File: src/rtl/d_bus_router.sv
// d_bus_router: data-side bus router from the load/store unit to NSLV memory-mapped slaves.
// Each request is decoded against a per-slave base/mask table (lowest index wins on overlap)
// and forwarded to one slave; one transaction is outstanding at a time.
// Optional macro D_BUS_ROUTER_TIMEOUT_EN adds a BUSY wait limit of TIMEOUT_CYC cycles that
// completes the transaction with err=1.
module d_bus_router #(
  parameter int unsigned XLEN     = 32,
  parameter int unsigned ADDR_LEN = 16,
  parameter int unsigned NSLV     = 4,
  parameter logic [NSLV*ADDR_LEN-1:0] REGION_BASE = {16'hC000, 16'h8000, 16'h4000, 16'h0000},
  parameter logic [NSLV*ADDR_LEN-1:0] REGION_MASK = {16'hC000, 16'hC000, 16'hC000, 16'hC000},
  parameter int unsigned TIMEOUT_CYC = 64
) (
  input  logic                     clk,
  input  logic                     rstb,
  input  logic [ADDR_LEN-1:0]      addr_i,
  input  logic                     rd_req_i,
  input  logic                     wr_req_i,
  input  logic [XLEN/8-1:0]        be_i,
  input  logic [XLEN-1:0]          wr_data_i,
  output logic                     rd_ready_o,
  output logic                     wr_ready_o,
  output logic [XLEN-1:0]          rd_data_o,
  output logic                     err_o,
  output logic [NSLV*ADDR_LEN-1:0] s_addr_o,
  output logic [NSLV-1:0]          s_rd_en_o,
  output logic [NSLV-1:0]          s_wr_en_o,
  output logic [XLEN/8-1:0]        s_be_o,
  output logic [XLEN-1:0]          s_wr_data_o,
  input  logic [NSLV*XLEN-1:0]     s_rd_data_i,
  input  logic [NSLV-1:0]          s_rd_ready_i,
  input  logic [NSLV-1:0]          s_wr_ready_i
);

  localparam int unsigned BeW = XLEN / 8;

  typedef enum logic [1:0] {StIdle, StBusy, StErr, StDone} state_e;

  state_e                state_q;
  logic [NSLV-1:0]       sel_q;
  logic                  wr_q;
  logic [ADDR_LEN-1:0]   addr_q;
  logic [BeW-1:0]        be_q;
  logic [XLEN-1:0]       wdata_q;
  logic [NSLV-1:0]       rd_en_q;
  logic [NSLV-1:0]       wr_en_q;
  logic                  rd_ready_q;
  logic                  wr_ready_q;
  logic [XLEN-1:0]       rd_data_q;
  logic                  err_q;

`ifdef D_BUS_ROUTER_TIMEOUT_EN
  localparam int unsigned CntW = ($clog2(TIMEOUT_CYC + 1) > 8) ? $clog2(TIMEOUT_CYC + 1) : 8;
  logic [CntW-1:0]       cnt_q;
`endif

  logic [NSLV-1:0]       hit;
  logic [XLEN-1:0]       sel_rd_data;
  logic                  sel_ready;

  // Region decode; descending scan so the lowest matching index is the one left set.
  always_comb begin
    hit = '0;
    for (int i = int'(NSLV) - 1; i >= 0; i--) begin
      if ((addr_i & REGION_MASK[i*ADDR_LEN +: ADDR_LEN]) == REGION_BASE[i*ADDR_LEN +: ADDR_LEN])
      begin
        hit    = '0;
        hit[i] = 1'b1;
      end
    end
  end

  // Read-data mux and ready detect for the latched one-hot select; other slaves are ignored.
  always_comb begin
    sel_rd_data = '0;
    for (int i = 0; i < int'(NSLV); i++) begin
      if (sel_q[i]) sel_rd_data = sel_rd_data | s_rd_data_i[i*XLEN +: XLEN];
    end
    sel_ready = |(sel_q & (wr_q ? s_wr_ready_i : s_rd_ready_i));
  end

  // Per-slave offset of the latched address.
  always_comb begin
    s_addr_o = '0;
    for (int i = 0; i < int'(NSLV); i++) begin
      s_addr_o[i*ADDR_LEN +: ADDR_LEN] = addr_q & ~REGION_MASK[i*ADDR_LEN +: ADDR_LEN];
    end
  end

  // Transaction FSM with all master/slave control outputs registered.
  always_ff @(posedge clk or negedge rstb) begin
    if (!rstb) begin
      state_q    <= StIdle;
      sel_q      <= '0;
      wr_q       <= 1'b0;
      addr_q     <= '0;
      be_q       <= '0;
      wdata_q    <= '0;
      rd_en_q    <= '0;
      wr_en_q    <= '0;
      rd_ready_q <= 1'b0;
      wr_ready_q <= 1'b0;
      rd_data_q  <= '0;
      err_q      <= 1'b0;
`ifdef D_BUS_ROUTER_TIMEOUT_EN
      cnt_q      <= '0;
`endif
    end else begin
      rd_ready_q <= 1'b0;
      wr_ready_q <= 1'b0;
      unique case (state_q)
        StIdle: begin
          if (rd_req_i || wr_req_i) begin
            // Write takes precedence when both requests are raised together.
            wr_q <= wr_req_i;
            if (|hit) begin
              sel_q   <= hit;
              addr_q  <= addr_i;
              be_q    <= be_i;
              wdata_q <= wr_data_i;
              rd_en_q <= wr_req_i ? '0 : hit;
              wr_en_q <= wr_req_i ? hit : '0;
`ifdef D_BUS_ROUTER_TIMEOUT_EN
              cnt_q   <= '0;
`endif
              state_q <= StBusy;
            end else begin
              sel_q   <= '0;
              state_q <= StErr;
            end
          end
        end
        StBusy: begin
          if (sel_ready) begin
            if (!wr_q) rd_data_q <= sel_rd_data;
            err_q      <= 1'b0;
            rd_en_q    <= '0;
            wr_en_q    <= '0;
            rd_ready_q <= ~wr_q;
            wr_ready_q <= wr_q;
            state_q    <= StDone;
          end
`ifdef D_BUS_ROUTER_TIMEOUT_EN
          // Last allowed BUSY cycle with no ready: give up and report an error.
          else if (cnt_q == CntW'(TIMEOUT_CYC - 1)) begin
            err_q      <= 1'b1;
            rd_data_q  <= '0;
            rd_en_q    <= '0;
            wr_en_q    <= '0;
            rd_ready_q <= ~wr_q;
            wr_ready_q <= wr_q;
            state_q    <= StDone;
          end else begin
            cnt_q <= cnt_q + 1'b1;
          end
`endif
        end
        StErr: begin
          err_q      <= 1'b1;
          rd_data_q  <= '0;
          rd_ready_q <= ~wr_q;
          wr_ready_q <= wr_q;
          state_q    <= StDone;
        end
        StDone: begin
          state_q <= StIdle;
        end
        default: begin
          state_q <= StIdle;
        end
      endcase
    end
  end

  assign rd_ready_o  = rd_ready_q;
  assign wr_ready_o  = wr_ready_q;
  assign rd_data_o   = rd_data_q;
  assign err_o       = err_q;
  assign s_rd_en_o   = rd_en_q;
  assign s_wr_en_o   = wr_en_q;
  assign s_be_o      = be_q;
  assign s_wr_data_o = wdata_q;

endmodule
File: config.mk
export PLATFORM = sky130hd
export DESIGN_NAME = d_bus_router
export DESIGN_NICKNAME = d
export VERILOG_FILES = /design/src/rtl/d_bus_router.sv
export SDC_FILE = /design/constraint.sdc
export NUM_CORES = 1
export LEC_CHECK = 0
export CORE_AREA = 3 3 129 131
export CTS_CLUSTER_DIAMETER = 80
export DETAILED_ROUTE_END_ITERATION = 10
export DIE_AREA = 0 0 132 134
export GPL_TIMING_DRIVEN = 0
export PLACE_DENSITY = 0.73
export RECOVER_POWER = 100
export SLEW_MARGIN = 15
export SYNTH_ARGS = -nofsm -noshare
export SYNTH_HDL_FRONTEND = slang
export SYNTH_SLANG_ARGS = --single-unit
export TNS_END_PERCENT = 50
File: constraint.sdc
create_clock -name clk -period 2.1 [get_ports clk]
set_input_delay 0.21 -clock clk [delete_from_list [all_inputs] [get_ports clk]]
set_output_delay 0.21 -clock clk [all_outputs]
set_load 0.03 [all_outputs]
==> results of run 1 <==
worst paths after layout:
path	slack, ns	depth (start not counted)	startpoint	endpoint
worst max-delay path	0.07	6	wr_q$_DFFE_PN0P_	rd_data_o[22]$_DFFE_PN0P_
worst min-delay path	0.48	2	wr_data_i[25]	s_wr_data_o[25]$_DFFE_PN0P_
worst max register to register	0.07	6	wr_q$_DFFE_PN0P_	rd_data_o[22]$_DFFE_PN0P_
worst min register to register	0.50	1	s_be_o[2]$_DFFE_PN0P_	s_be_o[2]$_DFFE_PN0P_
max in group asynchronous	0.44	3	rstb	wr_ready_o$_DFF_PN0_
min in group asynchronous	0.59	2	rstb	addr_q[1]$_DFFE_PN0P_
layer usage:
layer	part of all wire, %	wire length, um
met5	0	0
met4	1.7	333
met3	8.2	1584
met2	53	10120
met1	37	7178
state kept, by name, indices dropped and copies added, names as in the netlist:
| register | flops |
|---|---|
| rd_ready_o | 1 |
| rd_data_o | 32 |
| s_be_o | 4 |
| state_q | 2 |
| err_o | 1 |
| s_wr_en_o | 4 |
| sel_q | 4 |
| wr_q | 1 |
| wr_ready_o | 1 |
| s_wr_data_o | 32 |
| s_rd_en_o | 4 |
| addr_q | 14 |
cells by family after synthesis:
family | share of synthesized area [%]
AO/OA/AOI/OAI | 19.55
adder cells (fa/ha/maj) | 1.003
buffers and inverters | 10.65
flip-flops | 50.13
multiplexers | 12.98
other | 0.07512
AND/OR/NAND/NOR | 5.614
final cells by class:
cell class	instances	area [um^2]	share of cell area, %
multi-input cells	260	1983	22.44
flip-flops and latches	100	2502	28.32
clock inverters	4	26.28	0.2973
inverters	6	22.52	0.2548
repair buffers	328	3279	37.11
plain buffers	81	510.5	5.777
well taps	216	270.3	3.058
clock buffers	11	242.7	2.747
power breakdown:
group,switching (mW),internal (mW)
clock,0.699,0.827
sequential,0,1.93
combinational,0.128,0.327
total,0.827,3.08
layout by cell type (no fill, tap or decap), drive strengths merged, types with 7 or more instances in the layout:
| cell type | count |
|---|---|
| clkdlybuf4s50 | 190 |
| dlygate4sd3 | 136 |
| dfrtp | 100 |
| mux2 | 56 |
| buf | 56 |
| nand2 | 43 |
| clkbuf | 38 |
| a22o | 37 |
| a221oi | 32 |
| o22ai | 32 |
| nor2 | 14 |
| o21ai | 9 |
| conb | 8 |
| a21oi | 7 |
synth_stat cells:
library cell	instances	area, um^2
buf_4	50	375.4
a2bb2oi_1	1	8.760
a22o_4	2	35.03
or3b_2	1	8.760
o21ai_1	1	5.000
a21oi_1	7	35.03
a211oi_1	1	7.510
o21ai_2	1	8.760
buf_2	5	25.02
mux2_4	2	30.03
nand2b_1	4	25.02
nand2_1	43	161.4
buf_6	1	11.26
dfrtp_1	100	2502
buf_1	2	7.510
inv_1	6	22.52
o21ai_0	7	35.03
ha_1	4	50.05
a221oi_1	32	280.3
conb_1	1	3.750
o22ai_1	32	200.2
nor3_1	2	10.01
mux2i_1	1	10.01
a22oi_1	2	15.01
o31ai_4	1	21.27
nand4bb_1	1	11.26
mux2_2	54	608.1
o2bb2ai_1	1	8.760
o32ai_1	1	8.760
nor2_1	14	52.55
clkbuf_1	24	90.09
nand3_1	1	5.000
a22o_1	35	306.5
nor4_1	1	6.260
per-stage QoR:
stage	cell area (um^2)	util (%)
6_report	8837	56.24
5_1_grt	8837	56.24
4_1_cts	8867	56.43
3_5_place_dp	8581	54.61
3_3_place_gp	8552	54.43
2_1_floorplan	5019	-
what timing repair did:
action,4_1_cts,5_1_grt
resized for setup,3,4
endpoints found under the setup margin,21,38
buffers inserted,0,0
hold endpoints to repair,40,0
hold buffers,1,0
==> flow_summary_export.csv, run 1 <==
group,metric,value,unit
sta,final_max_slew_viol_count,0,
worst_setup_path,cp-end-kind,"flip-flop",
cells_and_area,synthToLayoutAreaGrowth,77.02,%
drt,drt-wirelength-per-cell,19.10,um
sta,rsz0062_at_grt,"true",
placement,dp.cells,991,
pwr,ir_drop,0.0005393,V
cts,cts_tree,"built",
worst_setup_path,cpPeakStageDelay,0.38,ns
cells_and_area,nets,982,
global_route,busiest_layer,"met2",
cts,clkSinkCount,100,
sta,holdWs,0.4760,ns
drt,vias,4957,
drt,wl,19.22,mm
cts,clk_latency,0.35,ns
cells_and_area,fillCellCount,1347,
worst_setup_path,crit_chain,"buf_6 > mux2_1 > a22o_1 > o21ai_2 > clkbuf_2 > o22ai_1",
cts,cts_root_buf,"clkbuf_16",
synthesis,synth_area_per_cell,11.32,um^2
placement,preCtsSetupSlack,-0.2957,ns
worst_setup_path,crit_family,"compound AO/OA/AOI/OAI gates",
pwr,p_per_area,442.1,nW/um^2
synthesis,postSynthCellCount,441,
global_route,grt-ovfl-total,0,
sta,fmax,0.4928,GHz
cts,cts_buffers,9,
synthesis,synthDistinctLibCells,34,
worst_setup_path,cp_slowest_cell,"dfrtp_1",
die,io_pins,335,
drt,ant_nets,0,
pwr,total_power,3.907,mW
cts,cts_max_path_buffers,2,
worst_setup_path,start_kind,"flip-flop",
drt,drc,0,
global_route,grt_util_met2,38.00,%
worst_setup_path,crit_type,"reg2reg",
sta,fin_crit,2.029,ns
drt,drt_iter0_drc,315,
global_route,grt_pass1_wl,29.38,mm
die,die_y,134,um
pwr,p_leak,4.160,nW
hold_path,hp-class,"in2reg",
sta,min_period_over_period,96.63,%
sta,finClkSkew,0.008855,ns
worst_setup_path,critPathBufInv,2,
global_route,antenna_found_initial,0,
die,die-width,132,um
worst_setup_path,cp_max_fo,10,
synthesis,netlist_area,4992,um^2
die,rows,46,
global_route,first_global_vias,5235,
sta,tightest_slew,1.038,ns
die,core,15710,um^2
cells_and_area,final_cells,1006,
global_route,grtUsageTotal,21.11,%
drt,drt_pass1_iterations,5,
cells_and_area,n_antenna_cell,0,
sta,relSlewSlack,30.82,%
placement,portBuffers,326,
sta,hold_violations,0,
sta,setup_viol,0,
worst_setup_path,arrival,2.23,ns
sta,fin_ws,0.07081,ns
global_route,met3_usage,8.027,%
sta,setup_tns,0,ns
cells_and_area,drive_gt1_share,17.09,%
global_route,grt.met1_usage,23.61,%
global_route,grt_max_degree,61,
synthesis,seq_area_frac_synth,50.13,%
synthesis,synth_warnings,0,
die,dieArea,17690,um^2
cts,htreeDepth,3,
worst_setup_path,required,2.30,ns
cts,clk_transition_reported_paths,0.07,ns
drt,post_drt_via_cell_ratio,4.927,
placement,dp_hpwl,15.44,mm
die,initial_utilization,31.77,%
flow_run,max-cap-violations,0,
status,status,"finished, final reports clean",
synthesis,ys_ff_latch,100,
placement,place.gp.congestion,0.8819,
No activity file was read; power rests on OpenSTA's default activity.
==> run 2, diff against run 1 <==
Settings changed: SKIP_LAST_GASP set to 1.
==> flow_summary_export.csv, run 2 (synthesized netlist as in run 1, its figures left out) <==
group,metric,value,unit
cells_and_area,n_antenna_cell,0,
cts,clk_transition_reported_paths,0.07,ns
drt,drc,0,
cts,clk_latency,0.35,ns
cells_and_area,final_common_cell,"clkdlybuf4s50_1",
pwr,p_sw_share,21.15,%
drt,drt_iter0_drc,314,
pwr,internal_power,3.080,mW
cells_and_area,fillCellCount,1346,
global_route,first_global_vias,5233,
status,status,"finished, final reports clean",
cts,cts_tree,"built",
worst_setup_path,crit_path_start,"wr_q$_DFFE_PN0P_",
worst_setup_path,arrival,2.26,ns
worst_setup_path,crit_type,"reg2reg",
drt,drt_pass1_iterations,4,
cells_and_area,fin_util,56.23,%
die,dieArea,17690,um^2
worst_setup_path,start_kind,"flip-flop",
sta,final_max_slew_viol_count,0,
cells_and_area,ff_latch_area,2502,um^2
worst_setup_path,cp-end-kind,"flip-flop",
global_route,grt_max_degree,61,
cts,cts_setup_buffers,0,
cts,cts_buffers,9,
flow_run,max-cap-violations,0,
pwr,p_comb_share,11.7,%
worst_setup_path,r2r_end,"state_q[1]$_DFFE_PN0P_",
cells_and_area,drive_gt1_share,17.09,%
die,rows,46,
pwr,p_seq_share,49.3,%
global_route,grt-ovfl-total,0,
placement,place_area,8581,um^2
cells_and_area,fin_area,8835,um^2
worst_setup_path,cp_max_fo,8,
global_route,grt_pass1_wl,29.38,mm
worst_setup_path,required,2.33,ns
die,io_pins,335,
sta,rsz0062_at_grt,"false",
cts,clkSinkCount,100,
cells_and_area,layout_common_cells,"clkdlybuf4s50_1 (190), dlygate4sd3_1 (136), dfrtp_1 (100)",
cells_and_area,nets,982,
sta,holdWs,0.4762,ns
sta,fmax,0.4944,GHz
drt,vias,4924,
sta,min_period_over_period,96.31,%
drt,ant_nets,0,
sta,finClkSkew,0.008242,ns
die,core,15710,um^2
die,initial_utilization,31.77,%
pwr,p_leak,4.157,nW
die,die_y,134,um
global_route,antenna_found_initial,0,
sta,hold_violations,0,
placement,portBuffers,326,
pwr,ir_drop,0.0005403,V
global_route,grtUsageTotal,21.11,%
drt,post_drt_via_cell_ratio,4.895,
pwr,total_power,3.907,mW
drt,wl,19.27,mm
placement,place.gp.congestion,0.8819,
worst_setup_path,r2r_start,"wr_q$_DFFE_PN0P_",
sta,relSlewSlack,32.32,%
sta,fin_crit,2.023,ns
sta,setup_viol,0,
pwr,p_per_area,442.2,nW/um^2
worst_setup_path,crit_path_end,"state_q[1]$_DFFE_PN0P_",
cts,cts_root_buf,"clkbuf_16",
worst_setup_path,rr_worst_depth,5,
worst_setup_path,r2r_setup_slack,0.08,ns
cts,cts_max_path_buffers,2,
placement,dp_hpwl,15.44,mm
sta,tightest_slew,1.015,ns
die,die-width,132,um
cells_and_area,synthToLayoutAreaGrowth,76.97,%
cells_and_area,multi_input_comb_area,1979,um^2
pwr,switchingPower,826.3,uW
pwr,clkPwrFrac,39.0,%
hold_path,hp-class,"in2reg",
drt,drt-wirelength-per-cell,19.15,um
cts,htreeDepth,3,
==> run 2: layout make-up <==
| type | count | share of cell area [%] |
|---|---|---|
| repair buffers | 328 | 37.12 |
| multi-input cells | 260 | 22.40 |
| clock inverters | 4 | 0.2974 |
| plain buffers | 81 | 5.792 |
| flip-flops and latches | 100 | 28.32 |
| well taps | 216 | 3.059 |
| clock buffers | 11 | 2.747 |
| inverters | 6 | 0.2549 |
==> run 2: critical path, stage by stage (launching register included) <==
cell and delay, ns:
dfrtp_1 0.38, buf_6 0.14, mux2_1 0.35, a22o_1 0.27
o31ai_4 0.40, mux2_1 0.36
==> run 2: metrics by stage <==
| stage | setup WS [ns] | TNS, ns | instances |
|---|---|---|---|
| 3_5_place_dp | -0.2957 | -4.899 | 991 |
| 2_1_floorplan | 0.2186 | 0 | 448 |
| 3_3_place_gp | -2.807 | -283.66 | 990 |
| 6_report | 0.07742 | 0 | 1006 |
| 4_1_cts | -0.02439 | -0.1303 | 1007 |
| 5_1_grt | 0.007092 | 0 | 1006 |
==> run 2: how the worst min path moves through the flow <==
stage | slack [ns] | start | endpoint | depth (start not counted)
final | 0.48 | wr_data_i[25] | s_wr_data_o[25]$_DFFE_PN0P_ | 2
after global routing | 0.46 | wr_data_i[22] | s_wr_data_o[22]$_DFFE_PN0P_ | 2
after CTS | 0.36 | rstb | addr_q[1]$_DFFE_PN0P_ | 2
after detailed placement | 0.15 | rstb | addr_q[1]$_DFFE_PN0P_ | 1
after global placement | 0.49 | s_wr_data_o[19]$_DFFE_PN0P_ | s_wr_data_o[19]$_DFFE_PN0P_ | 1
after floorplan | -0.09 | rstb | addr_q[0]$_DFFE_PN0P_ | 0
==> run 2: power groups by stage <==
stage	logic [mW]	registers, mW	clock network, mW
finish	0.455	1.93	1.53
CTS	0.464	1.92	1.60
floorplan	0.0421	1.96	0
global route	0.485	1.92	1.67
detailed placement	0.460	1.96	0
global placement	0.444	1.96	0
==> run 2: what timing repair did <==
item	4_1_cts	5_1_grt
resized for setup	2	7
endpoints found under the hold margin	40	0
hold buffers	1	0
endpoints found under the setup margin	21	60
==> run 2: per-layer routing <==
metal	global-route usage, %	up-vias	part of all wire [%]
met2	38.00	245	53
met4	5.193	0	1.4
met5	0	-	0
met1	23.61	2394	37
li1	-	2267	-
met3	8.027	18	8.9
==> run 3, diff against run 2 <==
Settings changed: CTS_CLUSTER_SIZE set to 8.
==> results of run 3 <==
No change in the layout: final DEF, timing and power equal those of run 2.
